$ cat src/rtl/bitmap_header_stripper.sv
// Strips a fixed-length BMP header from an AXI-Stream packet and re-aligns the
// remaining pixel bytes so payload byte 0 lands in tdata[7:0].
module bitmap_header_stripper #(
    parameter int TDATA_WIDTH  = 256,
    parameter int TUSER_WIDTH  = 128,
    parameter int HEADER_BYTES = 54
) (
    input  logic                     axis_aclk,
    input  logic                     axis_reset,
    input  logic [TDATA_WIDTH-1:0]   axis_bitmap_tdata,
    input  logic [TDATA_WIDTH/8-1:0] axis_bitmap_tkeep,
    input  logic [TUSER_WIDTH-1:0]   axis_bitmap_tuser,
    input  logic                     axis_bitmap_tvalid,
    output logic                     axis_bitmap_tready,
    input  logic                     axis_bitmap_tlast,
    output logic [TDATA_WIDTH-1:0]   axis_image_tdata,
    output logic [TDATA_WIDTH/8-1:0] axis_image_tkeep,
    output logic [TUSER_WIDTH-1:0]   axis_image_tuser,
    output logic                     axis_image_tvalid,
    input  logic                     axis_image_tready,
    output logic                     axis_image_tlast,
    output logic                     runt_packet
);

    localparam int W   = TDATA_WIDTH / 8;
    localparam int D   = HEADER_BYTES / W;
    localparam int S   = HEADER_BYTES % W;
    localparam int CW  = $clog2(W + 1);
    localparam int BW  = (D > 1) ? $clog2(D) : 1;
    localparam int DL  = (D > 0) ? D - 1 : 0;
    localparam int RSH = 8 * S;
    localparam int JSH = (S == 0) ? 0 : 8 * (W - S);

    localparam logic [CW-1:0] S_C  = CW'(S);
    localparam logic [CW-1:0] WS_C = CW'(W - S);
    localparam logic [BW-1:0] DL_C = BW'(DL);

    typedef enum logic [1:0] {DROP, LOAD, STREAM, FLUSH} state_t;

    // With no whole beats to drop the packet starts directly in LOAD; with an
    // aligned header the first payload beat passes straight through.
    localparam state_t IDLE_ST  = (D == 0) ? LOAD : DROP;
    localparam state_t AFTER_DR = (S == 0) ? STREAM : LOAD;

    function automatic logic [CW-1:0] count_keep(input logic [W-1:0] k);
        logic [CW-1:0] n;
        n = '0;
        for (int i = 0; i < W; i++) n = n + CW'(k[i]);
        return n;
    endfunction

    function automatic logic [W-1:0] keep_mask(input logic [CW-1:0] n);
        logic [W-1:0] m;
        for (int i = 0; i < W; i++) m[i] = (CW'(i) < n);
        return m;
    endfunction

    function automatic logic [TDATA_WIDTH-1:0] mask_bytes(input logic [TDATA_WIDTH-1:0] d,
                                                          input logic [W-1:0] k);
        logic [TDATA_WIDTH-1:0] r;
        for (int i = 0; i < W; i++) r[8*i +: 8] = k[i] ? d[8*i +: 8] : 8'h00;
        return r;
    endfunction

    function automatic logic [CW-1:0] sat_sub(input logic [CW-1:0] a, input logic [CW-1:0] b);
        return (a > b) ? a - b : '0;
    endfunction

    state_t                 state;
    logic [BW-1:0]          beat_cnt;
    logic                   sop;
    logic [TUSER_WIDTH-1:0] tuser_lat;
    logic [TDATA_WIDTH-1:0] res_data;
    logic [CW-1:0]          res_cnt;

    logic [TDATA_WIDTH-1:0] data_p1;
    logic [W-1:0]           keep_p1;
    logic [TUSER_WIDTH-1:0] user_p1;
    logic                   last_p1;
    logic                   vld_p1;
    logic                   runt_p1;

    logic                   load_ok;
    logic                   in_fire;
    logic [CW-1:0]          in_cnt;
    logic [TDATA_WIDTH-1:0] joined;
    logic [TDATA_WIDTH-1:0] shifted_in;
    logic [W-1:0]           short_keep;

    assign load_ok    = !vld_p1 || axis_image_tready;
    assign in_fire    = axis_bitmap_tvalid && axis_bitmap_tready;
    assign in_cnt     = count_keep(axis_bitmap_tkeep);
    assign shifted_in = axis_bitmap_tdata >> RSH;
    assign joined     = res_data | (axis_bitmap_tdata << JSH);
    assign short_keep = keep_mask(WS_C + in_cnt);

    always_comb begin
        axis_bitmap_tready = 1'b0;
        case (state)
            DROP, LOAD: axis_bitmap_tready = 1'b1;
            STREAM:     axis_bitmap_tready = load_ok;
            default:    axis_bitmap_tready = 1'b0;
        endcase
    end

    // Stage p1: control FSM, residual register and registered output beat
    always_ff @(posedge axis_aclk or posedge axis_reset) begin
        if (axis_reset) begin
            state     <= IDLE_ST;
            beat_cnt  <= '0;
            sop       <= 1'b1;
            tuser_lat <= '0;
            res_data  <= '0;
            res_cnt   <= '0;
            data_p1   <= '0;
            keep_p1   <= '0;
            user_p1   <= '0;
            last_p1   <= 1'b0;
            vld_p1    <= 1'b0;
            runt_p1   <= 1'b0;
        end else begin
            runt_p1 <= 1'b0;
            if (load_ok) vld_p1 <= 1'b0;
            if (in_fire) begin
                sop <= axis_bitmap_tlast;
                if (sop) tuser_lat <= axis_bitmap_tuser;
            end

            case (state)
                DROP: begin
                    if (in_fire) begin
                        if (axis_bitmap_tlast) begin
                            runt_p1  <= 1'b1;
                            beat_cnt <= '0;
                        end else if (beat_cnt == DL_C) begin
                            beat_cnt <= '0;
                            res_cnt  <= '0;
                            state    <= AFTER_DR;
                        end else begin
                            beat_cnt <= beat_cnt + 1'b1;
                        end
                    end
                end

                LOAD: begin
                    if (in_fire) begin
                        res_data <= shifted_in;
                        res_cnt  <= sat_sub(in_cnt, S_C);
                        if (!axis_bitmap_tlast) begin
                            state <= STREAM;
                        end else if (in_cnt > S_C) begin
                            state <= FLUSH;
                        end else begin
                            runt_p1 <= 1'b1;
                            state   <= IDLE_ST;
                        end
                    end
                end

                STREAM: begin
                    if (in_fire) begin
                        vld_p1  <= 1'b1;
                        user_p1 <= tuser_lat;
                        if (S == 0) begin
                            data_p1 <= mask_bytes(axis_bitmap_tdata, axis_bitmap_tkeep);
                            keep_p1 <= axis_bitmap_tkeep;
                            last_p1 <= axis_bitmap_tlast;
                            if (axis_bitmap_tlast) state <= IDLE_ST;
                        end else begin
                            res_data <= shifted_in;
                            if (axis_bitmap_tlast && in_cnt <= S_C) begin
                                data_p1 <= mask_bytes(joined, short_keep);
                                keep_p1 <= short_keep;
                                last_p1 <= 1'b1;
                                state   <= IDLE_ST;
                            end else begin
                                data_p1 <= joined;
                                keep_p1 <= '1;
                                last_p1 <= 1'b0;
                                if (axis_bitmap_tlast) begin
                                    res_cnt <= in_cnt - S_C;
                                    state   <= FLUSH;
                                end else begin
                                    res_cnt <= WS_C;
                                end
                            end
                        end
                    end
                end

                default: begin
                    if (load_ok) begin
                        vld_p1  <= 1'b1;
                        data_p1 <= mask_bytes(res_data, keep_mask(res_cnt));
                        keep_p1 <= keep_mask(res_cnt);
                        last_p1 <= 1'b1;
                        user_p1 <= tuser_lat;
                        state   <= IDLE_ST;
                    end
                end
            endcase
        end
    end

    assign axis_image_tdata  = data_p1;
    assign axis_image_tkeep  = keep_p1;
    assign axis_image_tuser  = user_p1;
    assign axis_image_tlast  = last_p1;
    assign axis_image_tvalid = vld_p1;
    assign runt_packet       = runt_p1;

endmodule

$ cat config.mk
export PLATFORM = sky130hd
export DESIGN_NAME = bitmap_header_stripper
export DESIGN_NICKNAME = d
export VERILOG_FILES = /design/src/rtl/bitmap_header_stripper.sv
export SDC_FILE = /design/constraint.sdc
export NUM_CORES = 1
export LEC_CHECK = 0
export CAP_MARGIN = 20
export CELL_PAD_IN_SITES_DETAIL_PLACEMENT = 2
export CELL_PAD_IN_SITES_GLOBAL_PLACEMENT = 2
export CORE_AREA = 2 2 323 325
export CTS_CLUSTER_DIAMETER = 80
export DETAILED_ROUTE_END_ITERATION = 7
export DIE_AREA = 0 0 325 327
export DONT_BUFFER_PORTS = 1
export PLACE_DENSITY = 0.56
export SETUP_SLACK_MARGIN = 0.02
export SYNTH_ARGS = -nofsm -noshare
export SYNTH_HDL_FRONTEND = slang
export SYNTH_SLANG_ARGS = --single-unit
$ cat constraint.sdc
create_clock -name axis_aclk -period 24.3 [get_ports axis_aclk]
set_input_delay 2.43 -clock axis_aclk [delete_from_list [all_inputs] [get_ports axis_aclk]]
set_output_delay 2.43 -clock axis_aclk [all_outputs]
set_load 0.01 [all_outputs]
==> results of run 1 <==
path summary, 6_finish.rpt:
check,from,to,depth (start not counted)
max in group asynchronous,axis_reset,tuser_lat[86],6
min in group asynchronous,axis_reset,axis_image_tdata[80],1
worst max-delay path,axis_bitmap_tkeep[0],axis_image_tkeep[9],18
worst min register to register,tuser_lat[34],axis_image_tuser[34],2
worst min-delay path,tuser_lat[34],axis_image_tuser[34],2
worst max register to register,state[0],axis_image_tdata[93],10
layer usage:
layer  vias to the layer above  global-route usage
met5                         -                   0
met4                        28               0.100
met3                       194              0.0734
met2                       630               0.306
met1                      8894               0.176
li1                       7279                   -
flip-flops by register name, indices dropped and copies added, names as in the netlist, 2 cells and up:
name	flops
axis_image_tdata	256
axis_image_tkeep	32
axis_image_tuser	128
res_cnt	6
res_data	80
state	2
tuser_lat	128
cell type report:
class                           instances  area (µm²)
Clock buffer                          108        2260
Antenna cell                           17        42.5
Clock inverter                         33         434
Sequential cell                       636       15900
Tap cell                             1380        1730
Inverter                               74         285
Fill cell                           11000       73100
Multi-Input combinational cell       1285        8810
Timing Repair Buffer                   33         337
cells in the mapped netlist (3+ instances only):
library cell,instances,area [µm²]
sky130_fd_sc_hd__dfrtp_1,635,15900
sky130_fd_sc_hd__nand2_1,482,1810
sky130_fd_sc_hd__mux2_2,211,2380
sky130_fd_sc_hd__a22o_1,186,1630
sky130_fd_sc_hd__clkbuf_1,95,357
sky130_fd_sc_hd__nor2_1,85,319
sky130_fd_sc_hd__inv_1,74,278
sky130_fd_sc_hd__a21oi_1,49,245
sky130_fd_sc_hd__o21ai_0,32,160
sky130_fd_sc_hd__nor3_1,27,135
sky130_fd_sc_hd__a32o_1,25,250
sky130_fd_sc_hd__fa_1,24,480
sky130_fd_sc_hd__o31ai_1,18,135
sky130_fd_sc_hd__a31oi_1,16,100
sky130_fd_sc_hd__ha_1,12,150
sky130_fd_sc_hd__a21o_1,11,82.6
sky130_fd_sc_hd__nand3_1,11,55.1
sky130_fd_sc_hd__buf_1,9,33.8
sky130_fd_sc_hd__nand2b_1,9,56.3
sky130_fd_sc_hd__nor2b_1,7,43.8
sky130_fd_sc_hd__buf_2,6,30.0
sky130_fd_sc_hd__mux2i_1,5,50.1
sky130_fd_sc_hd__and2_1,4,25.0
sky130_fd_sc_hd__a21oi_2,3,26.3
sky130_fd_sc_hd__a22oi_1,3,22.5
sky130_fd_sc_hd__and3_1,3,18.8
sky130_fd_sc_hd__o211ai_1,3,22.5
sky130_fd_sc_hd__o21a_1,3,22.5
sky130_fd_sc_hd__o22a_1,3,26.3
through the flow:
stage          setup slack, ps  instances  instance area (µm²)
5_1_grt                  14890       3565                29800
2_1_floorplan             4060       2107                25400
3_5_place_dp             14610       3404                27000
4_1_cts                  15320       3545                29700
6_report                 15260       3566                29800
3_3_place_gp             14830       3402                27000
cells by family (layout without fill, tap and decap cells):
kind of cell               count (synthesis)  after routing  share of synthesized area
and+or+nand+nor                          644            644                      0.102
DFF                                      636            636                      0.627
AOI/OAI and AO/OA                        385            385                      0.120
muxes                                    216            216                     0.0956
buffers and inverters                    186            248                     0.0282
adders and majority gates                 36             36                     0.0248
xor gates and xnor gates                   4              4                    0.00246
other                                      0             17                          0
worst reg2reg max path, cell delays in order (launching register included):
cell,delay (ps)
sky130_fd_sc_hd__dfrtp_1,420
sky130_fd_sc_hd__inv_1,100
sky130_fd_sc_hd__ha_1,150
sky130_fd_sc_hd__buf_4,400
sky130_fd_sc_hd__nand2_1,200
sky130_fd_sc_hd__nand2_4,510
sky130_fd_sc_hd__buf_4,650
sky130_fd_sc_hd__buf_4,810
sky130_fd_sc_hd__buf_4,700
sky130_fd_sc_hd__nor2_1,240
sky130_fd_sc_hd__nor3_1,180
==> impl_summary.md, run 1 <==
Status
The flow ran to the end, and the final reports show no timing, DRC or antenna violations.

STA
At the pin with the least slew margin, the transition time is between 1000 and 1500 ps. The number of max-slew violations in the final report is 0. For this run, the top clock speed supported by timing is around 0.11 GHz.

The setup clock skew after layout is roughly 32 ps. The final hold violation count came to 0. Setup violations remaining at the end of the flow were counted as 0. Setup repair after global routing left no endpoint under its margin. Subtracting the final worst setup slack from the clock period gives 9040 ps. The headroom to the max-slew limit is 0.280. On the final layout, the worst hold slack is ~460 ps.

For the final routed database, the setup TNS stands at 0 ps. The period utilization is 0.372.

Routing
The final wirelength is ~95000 µm. The routed layout has between 15000 and 20000 vias. The detail route stage leaves a number of antenna-violating nets equal to 0. For this run, design rule violations remaining after detail routing come to 0. For this run, the detailed router's first-pass iteration total came to 5. After detailed routing, the number of vias per cell comes to ~4.8. The highest routing layer actually used is met5.

The routed wire length on met3 is approximately 8000 µm. The detailed router's first-iteration violation count is 740. The met1 routed wirelength after detailed routing is between 30000 and 40000 µm.

In the final routed layout, each cell accounts on average for roughly 27 µm. Wire segments on met2 add up to 49500 µm in the final route.

Layout
The fraction of layout cells with a size suffix above 1 is 0.185. Leaving out fill and tap cells, the most frequent cells in the layout are 635 x sky130_fd_sc_hd__dfrtp_1, 479 x sky130_fd_sc_hd__nand2_1, 211 x sky130_fd_sc_hd__mux2_2. The utilization of the core after routing is 0.290. From synthesis to final layout, the design area changed by 17.4%. The library cell used most frequently in the layout, excluding fill and tap cells, is sky130_fd_sc_hd__dfrtp_1. The final layout contains about 2600 nets.

Worst setup path
For the worst setup path, the data required time is roughly 25000 ps. The kind of critical path is primary input to flop. For this run, the slowest stage of the critical path takes a little over 800 ps. The kind of cell adding the most delay to the critical path is adder cells.

The master of the slowest instance on the critical path is sky130_fd_sc_hd__fa_1. The setup slack of the worst register-to-register path is 19850 ps. The peak fanout along the critical path is 19. Data on the critical path arrives at its endpoint at about 9500 ps. The type of destination of the critical path is a flop. The worst setup path is launched from a primary input. Walking the worst path, the cells encountered are inv_1 -> fa_1 -> fa_1 -> fa_1 -> fa_1 -> fa_1 -> fa_1 -> inv_1 -> ha_1 -> fa_1 -> ha_1 -> inv_1 -> nor3_1 -> o2111ai_1 -> o211a_1 -> nor4_4 -> or3_1 -> o21ai_0. The count of buffering cells on the critical path with inverters included is 3. The most frequent cell on the critical path is sky130_fd_sc_hd__fa_1.

Logic synthesis
Among all flip-flop cells after synthesis, the most frequent one is sky130_fd_sc_hd__dfrtp_1. After synthesis, the mean cell area works out to about 12 µm². The number of distinct standard cells referenced by the synthesized netlist is 70.

Counting flops with an async set or reset pin after synthesis yields a share of 1.00. The number of nets handed over by synthesis was roughly 2600. Synthesis produced roughly 2100 cells. The synthesized design contains 0 enable-type register cells. The number of synthesis warnings is 0. The synthesized netlist occupies a cell area of approximately 0.025 mm². Of the synthesized area, sequential elements account for 0.627.

The post-synthesis sequential element count is ~640.

CTS
The number of clock sinks is about 640. The register clock-pin slew on the reported worst setup and hold paths is 60 ps. At the later pin of the worst-skew pair, clock insertion delay measures between 600 and 700 ps.

The H-tree generated during clock tree synthesis spans 3 levels. The total of hold buffers inserted after clock tree synthesis is 0. Counting along the longest clock path gives a buffer depth of 3.

Clock tree synthesis selected as its root buffer the cell sky130_fd_sc_hd__clkbuf_16. The clock tree from TritonCTS is built. The quantity of gates resized following cts is 0. The number of buffers created by CTS is 79. Post-CTS timing repair inserted 0 buffers for setup.

Job
The number of max-capacitance violations reported is 0.

Floorplan
The floorplan die area is ~0.11 mm². The vertical die dimension is around 330 µm. The total area inside the core boundary comes to between 0.1 and 0.15 mm². The effective utilization at floorplan is 0.247. The floorplan has between 100 and 150 rows. In this run the horizontal extent of the chip is between 300 and 400 µm. The top-level I/O count is between 800 and 900.

Place
Routability-driven placement finished with a final weighted congestion of approximately 0.87. The half-perimeter wire length after placement is approximately 70000 µm. The count of buffers added on input and output ports is 0.

Global route
The first global-routing pass estimated 139000 µm of wire. Entering global routing, the biggest net connects between 150 and 200 pins. The remaining global-route overflow is 0. The initial antenna violation count is 32.

The number of global-route vias before repair was 19200. The global routing usage summed across all routing layers is 0.175.

Worst hold path
The type of the worst min-delay path is flop to flop.
Power of run 1 is left out: the tool's default activity adds up to more than one toggle a clock period on the data nets, which glitch-free logic cannot reach.
==> inputs of run 2 (changes only) <==
Settings changed: CORE_AREA 2 2 323 325 to 2 2 330 332, DIE_AREA 0 0 325 327 to 0 0 332 334.
Clock period 24.3 ns to 7.32 ns, I/O delays scaled along.
==> impl_summary.md, run 2 (synthesis gave the netlist of run 1 again) <==
STA
The setup clock skew after layout came to 19.7 ps (-11.8 ps). The headroom to the max-slew limit is 0.301 (+0.0216). The maximum achievable frequency is around 0.15 GHz. The final hold violation count was 0 (unchanged). The count of final setup violators is 0 (unchanged). The slew at the pin closest to its max-slew limit came to 1050 ps (-32.4 ps). The period utilization is 0.935. The worst hold slack across all endpoints is 224 ps (-234 ps). The shortest clock period the worst path allows after layout is 6840 ps.

Setup repair after global routing left no endpoint under its margin. The number of max-slew violations in the final report is 0 (unchanged).

Routing
The via-per-instance ratio is 4.72 (-1.2%). The total DRC errors in the routed layout is 0 (unchanged). The post-route antenna net violation count is 0 (unchanged).

The final wirelength came to 93800 µm (-1.1%). The iteration count of the initial detailed-routing pass is 5 (unchanged). The via count came to 17200 (+0.78%). The detailed router's first-iteration violation count is 732 (-1.1%).

The mean routed wirelength per cell is 25.8 µm (-3.0%).

Floorplan
The vertical die dimension came to 334 µm (+2.1%). The effective utilization at floorplan is 0.236 (-0.0112). The die outline width is 332 µm (+2.2%). The total core area came to 0.108 mm² (+4.7%).

The site row count is 121 (+2.5%). The floorplan die area is 0.111 mm² (+4.3%). The top-level I/O count is 841 (unchanged).

Place
The weighted congestion at the end of routability-driven global placement is 0.857 (-1.8%). The half-perimeter wire length after placement is 69200 µm (-0.70%). The number of port buffers is 0 (unchanged). The cell count after placement is 3466 (+1.8%).

Worst hold path
The worst hold path begins at axis_bitmap_tdata[142]. The number of cells traversed by the worst hold path is 1 (-1). For hold timing, the worst endpoint is axis_image_tdata[222]. The worst hold path belongs to the class primary input to flop.

Status
The flow ran to the end, and the final reports show no timing, DRC or antenna violations.

Worst setup path
The worst setup path is launched from a primary input. The setup slack of the worst register-to-register path is 3540 ps (-16310 ps). The arrival time at the worst endpoint is 7350 ps (-2170 ps). The required arrival time at the worst endpoint is 7830 ps (-16950 ps). The kind of critical path is primary input to flop.

The peak fanout along the critical path was 9 (-10). The type of destination of the critical path is a flop. The startpoint of the most critical register-to-register path is state[0]. The capture point of the worst reg-to-reg path is axis_image_tkeep[31]. The length in cells of the worst reg-to-reg path was 9 (-1).

CTS
The register clock-pin slew on the reported worst setup and hold paths came to 60 ps (about the same). The number of buffers created by CTS is 77 (-2.5%). The clock tree from TritonCTS is built. The root buffer cell chosen for the clock tree is sky130_fd_sc_hd__clkbuf_16. The quantity of gates resized following cts is 0 (unchanged). The maximum buffer depth of the clock tree came to 3 (unchanged). The insertion delay to the later sink of the worst-skew pair was 640 ps (-20 ps). The number of clock sinks is 636 (unchanged). The number of setup buffers added after CTS came to 0 (unchanged). The total of hold buffers inserted after clock tree synthesis is 1 (+1). The number of levels the H-tree was split into was 3 (unchanged).

Global route
The remaining global-route overflow was 0 (unchanged). The initial antenna violation count is 48 (+50%). The maximum number of pins on one net before global-route repair is 170 (-1.7%).

The global routing usage summed across all routing layers came to 0.167 (-0.00879). The wire length of the first global-routing pass came to 138000 µm (-0.15%). The number of global-route vias before repair is 19400 (+1.0%).

Layout
In the layout the commonest cells are 635 x sky130_fd_sc_hd__dfrtp_1, 479 x sky130_fd_sc_hd__nand2_1, 211 x sky130_fd_sc_hd__mux2_2. The library cell used most frequently in the layout, excluding fill and tap cells, is sky130_fd_sc_hd__dfrtp_1. The flip-flop count of the largest register after layout was 256 (unchanged). The area growth from synthesis to layout is 17.9%. The fraction of layout cells with a size suffix above 1 is 0.193 (+0.00848). The non-filler instance count after layout is 3636 (+2.0%). The number of nets in the final layout was 2592 (+1.0%).

Job
The number of max-capacitance violations reported is 0 (unchanged).
-- run 2: worst max path at each step --
| stage | from | to | slack, ps |
|---|---|---|---|
| after floorplan | axis_reset | axis_image_tdata[0] | -2100 |
| after global placement | axis_bitmap_tkeep[0] | axis_image_tkeep[28] | -40 |
| after detailed placement | axis_bitmap_tkeep[0] | axis_image_tkeep[28] | -230 |
| after CTS | axis_bitmap_tkeep[0] | axis_image_tkeep[28] | 480 |
| after global routing | axis_bitmap_tkeep[0] | axis_image_tkeep[28] | 150 |
| final | axis_bitmap_tkeep[0] | axis_image_tkeep[28] | 480 |
-- run 2: critical path, cell delays in order --
cell and delay (ps):
sky130_fd_sc_hd__inv_1 30, sky130_fd_sc_hd__fa_1 560, sky130_fd_sc_hd__fa_1 440, sky130_fd_sc_hd__fa_1 510
sky130_fd_sc_hd__fa_1 570, sky130_fd_sc_hd__fa_1 460, sky130_fd_sc_hd__fa_1 520, sky130_fd_sc_hd__inv_1 50
sky130_fd_sc_hd__ha_1 230, sky130_fd_sc_hd__fa_1 470, sky130_fd_sc_hd__xor2_1 290, sky130_fd_sc_hd__ha_1 300
sky130_fd_sc_hd__inv_1 130, sky130_fd_sc_hd__nor3_1 190, sky130_fd_sc_hd__o2111ai_1 170, sky130_fd_sc_hd__o211a_1 330
sky130_fd_sc_hd__nor2_1 570, sky130_fd_sc_hd__buf_4 250, sky130_fd_sc_hd__a21oi_2 50, sky130_fd_sc_hd__buf_4 210
sky130_fd_sc_hd__a211o_1 270
-- run 2: final cells by class --
| type | count | area [µm²] |
|---|---|---|
| clock buffer | 115 | 2330 |
| multi-input combinational | 1285 | 8790 |
| inverter | 74 | 282 |
| sequential | 636 | 15900 |
| clock inverter | 27 | 250 |
| antenna | 24 | 60.1 |
| tap | 1414 | 1770 |
| fill | 11500 | 77800 |
| timing repair buffer | 61 | 541 |
-- run 2: metal layers --
layer / vias to the layer above / routed length (µm) / global-route usage / share of wire
met2: 626 / 48700 / 0.290 / 0.52
met3: 188 / 9200 / 0.0716 / 0.098
met5: - / 296 / 0 / 0.0032
met4: 44 / 2760 / 0.0702 / 0.029
met1: 8948 / 32900 / 0.176 / 0.35
li1: 7351 / - / - / -
-- run 2: metrics by stage --
step	TNS [ps]	utilization	cell area [µm²]	worst slack (ps)
3_5_place_dp	-15450	0.253	27300	-231
4_1_cts	0	0.277	29800	482
3_3_place_gp	-101	0.253	27300	-42.0
2_1_floorplan	-1332210	-	25400	-2100
6_report	0	0.278	29900	478
5_1_grt	0	0.278	29900	154
Power of run 2 is left out for the same reason.
==> inputs of run 3 (changes only) <==
Settings changed: CORE_AREA 2 2 330 332 to 2 2 323 325, DIE_AREA 0 0 332 334 to 0 0 325 327, PLACE_DENSITY 0.56 to 0.58, TNS_END_PERCENT from default to 30.
==> impl_summary.md, run 3 (synthesis gave the netlist of run 1 again) <==
Place
The cell count after placement was 3434 (-0.92%). The number of port buffers is 0 (unchanged). The half-perimeter wire length after placement is 69900 µm (+1.0%).

The weighted congestion at the end of routability-driven global placement is 0.883 (+3.1%).

Global route
The wire length of the first global-routing pass came to 139000 µm (+0.39%). The maximum number of pins on one net before global-route repair came to 153 (-10%). The global routing usage summed across all routing layers is 0.175 (+0.00856).

The remaining global-route overflow is 0 (unchanged). The initial antenna violation count is 34 (-29%). The number of global-route vias before repair came to 19400 (+0.062%).

Floorplan
The top-level I/O count is 841 (unchanged). The effective utilization at floorplan is 0.247 (+0.0112). The total core area came to 0.103 mm² (-4.5%). The die outline width is 325 µm (-2.1%). The vertical die dimension is 327 µm (-2.1%). The floorplan die area is 0.106 mm² (-4.2%). The site row count is 118 (-2.5%).

Routing
The iteration count of the initial detailed-routing pass is 5 (unchanged). The detailed router's first-iteration violation count is 871 (+19%). The via count came to 17300 (+0.58%).

The via-per-instance ratio is 4.80 (+1.8%). The post-route antenna net violation count came to 0 (unchanged). The final wirelength came to 94900 µm (+1.2%). The routed wire length on met3 is 7660 µm (-17%). The met1 routed wirelength after detailed routing was 33000 µm (+0.46%).

The wire length on met2 came to 50200 µm (+3.1%). The total DRC errors in the routed layout is 0 (unchanged). The highest routing layer actually used is met5. The mean routed wirelength per cell is 26.4 µm (+2.4%).

STA
The count of final setup violators is 0 (unchanged). The period utilization was 0.914 (-0.0203). The worst hold slack across all endpoints is 100 ps (-123 ps). The slew at the pin closest to its max-slew limit is 1150 ps (+99.7 ps). The setup clock skew after layout came to 24.1 ps (+4.44 ps). The final hold violation count is 0 (unchanged). The headroom to the max-slew limit is 0.235 (-0.0665). The maximum achievable frequency is 0.149 GHz (+2.2%). The number of max-slew violations in the final report is 0 (unchanged). The shortest clock period the worst path allows after layout is 6690 ps (-148 ps). Setup repair after global routing left no endpoint under its margin.

Worst setup path
The peak fanout along the critical path is 9 (unchanged). The endpoint identified for the worst register-to-register timing path is axis_image_tdata[11]. The length in cells of the worst reg-to-reg path is 7 (-2).

The arrival time at the worst endpoint is 7220 ps (-130 ps). The required arrival time at the worst endpoint came to 7840 ps (about the same). The critical path is of the primary input to flop type. The startpoint of the most critical register-to-register path is state[1]. The setup slack of the worst register-to-register path is 3920 ps (+380 ps). The kind of launch point of the worst setup path is a primary input. The type of destination of the critical path is a flop.

CTS
TritonCTS built the clock tree. The number of levels the H-tree was split into was 3 (unchanged). The number of buffers created by CTS was 78 (+1.3%). The root buffer cell is sky130_fd_sc_hd__clkbuf_16. The insertion delay to the later sink of the worst-skew pair is 640 ps (about the same). The number of setup buffers added after CTS is 0 (unchanged).

The total of hold buffers inserted after clock tree synthesis is 0 (-1). The number of clock sinks is 636 (unchanged). The maximum buffer depth of the clock tree is 3 (unchanged). The quantity of gates resized following cts is 0 (unchanged). The register clock-pin slew on the reported worst setup and hold paths is 60 ps (about the same).

Layout
The library cells used most frequently in the layout, excluding fill and tap cells, are 635 x sky130_fd_sc_hd__dfrtp_1, 479 x sky130_fd_sc_hd__nand2_1, 211 x sky130_fd_sc_hd__mux2_2. Compared with the post-synthesis result, the final layout area differs by 18.5%. The fraction of layout cells with a size suffix above 1 was 0.194 (+0.000264). The flip-flop count of the largest register after layout is 256 (unchanged). The non-filler instance count after layout is 3592 (-1.2%).

The number of nets in the final layout is 2591 (-0.039%). The utilization of the core after routing is 0.292 (+0.0145). The leading cell type in the layout, fill and taps excluded is sky130_fd_sc_hd__dfrtp_1.

Job
The number of max-capacitance violations reported is 0 (unchanged).

Worst hold path
The type of the worst min-delay path is primary input to async pin.

Status
The run finished with clean final reports.
-- run 3: cell count changes in the layout (fill, tap and decap cells not counted), moves of 2 or more --
cell	change
sky130_fd_sc_hd__buf_12	+7
sky130_fd_sc_hd__buf_4	-6
sky130_fd_sc_hd__bufinv_16	+8
sky130_fd_sc_hd__clkbuf_8	-9
sky130_fd_sc_hd__clkinv_2	-2
sky130_fd_sc_hd__clkinv_8	+2
sky130_fd_sc_hd__diode_2	-7
sky130_fd_sc_hd__inv_8	+2
-- run 3: worst max path at each step --
stage                     startpoint                    to  slack [ps]  cells past startpoint
3_3_place_gp    axis_bitmap_tkeep[0]  axis_image_tdata[31]         170                     19
4_1_cts        axis_bitmap_tkeep[17]  axis_image_tdata[30]         680                     19
5_1_grt        axis_bitmap_tkeep[17]  axis_image_tdata[30]         400                     19
3_5_place_dp   axis_bitmap_tkeep[17]  axis_image_tdata[26]         -10                     19
2_1_floorplan             axis_reset   axis_image_tdata[0]       -2100                      1
6_report       axis_bitmap_tkeep[17]  axis_image_tdata[30]         630                     19
-- run 3: area by class of cell --
cell class / instances / area, µm²
inverters: 74 / 282
clock buffers: 105 / 2180
flip-flops and latches: 636 / 15900
clock inverters: 36 / 536
well taps: 1380 / 1730
fillers: 11000 / 72800
diodes: 17 / 42.5
multi-input cells: 1285 / 8800
repair buffers: 59 / 593
-- run 3: routing by layer --
metal,up-vias,global-route usage
met5,-,0
met4,28,0.0792
met3,174,0.0618
met2,605,0.315
met1,9116,0.184
li1,7333,-
-- run 3: per-stage QoR --
stage	cell area (µm²)	TNS, ps	setup slack [ps]
final	30100	0	626
after detailed placement	27300	-38.3	-13.1
after floorplan	25400	-1332210	-2100
after CTS	30000	0	683
after global placement	27300	0	173
after global routing	30100	0	401
-- run 3: critical path: stages --
cell and delay, ps:
sky130_fd_sc_hd__fa_1 550, sky130_fd_sc_hd__inv_1 60, sky130_fd_sc_hd__fa_1 530, sky130_fd_sc_hd__fa_1 450
sky130_fd_sc_hd__fa_1 540, sky130_fd_sc_hd__fa_1 440, sky130_fd_sc_hd__fa_1 490, sky130_fd_sc_hd__inv_1 40
sky130_fd_sc_hd__ha_1 230, sky130_fd_sc_hd__fa_1 420, sky130_fd_sc_hd__xor2_1 320, sky130_fd_sc_hd__ha_1 330
sky130_fd_sc_hd__inv_1 120, sky130_fd_sc_hd__o211ai_1 230, sky130_fd_sc_hd__o21ai_0 240, sky130_fd_sc_hd__a21boi_4 320
sky130_fd_sc_hd__nand2_4 60, sky130_fd_sc_hd__or4_1 760, sky130_fd_sc_hd__a32o_1 350
Power of run 3 is left out for the same reason.
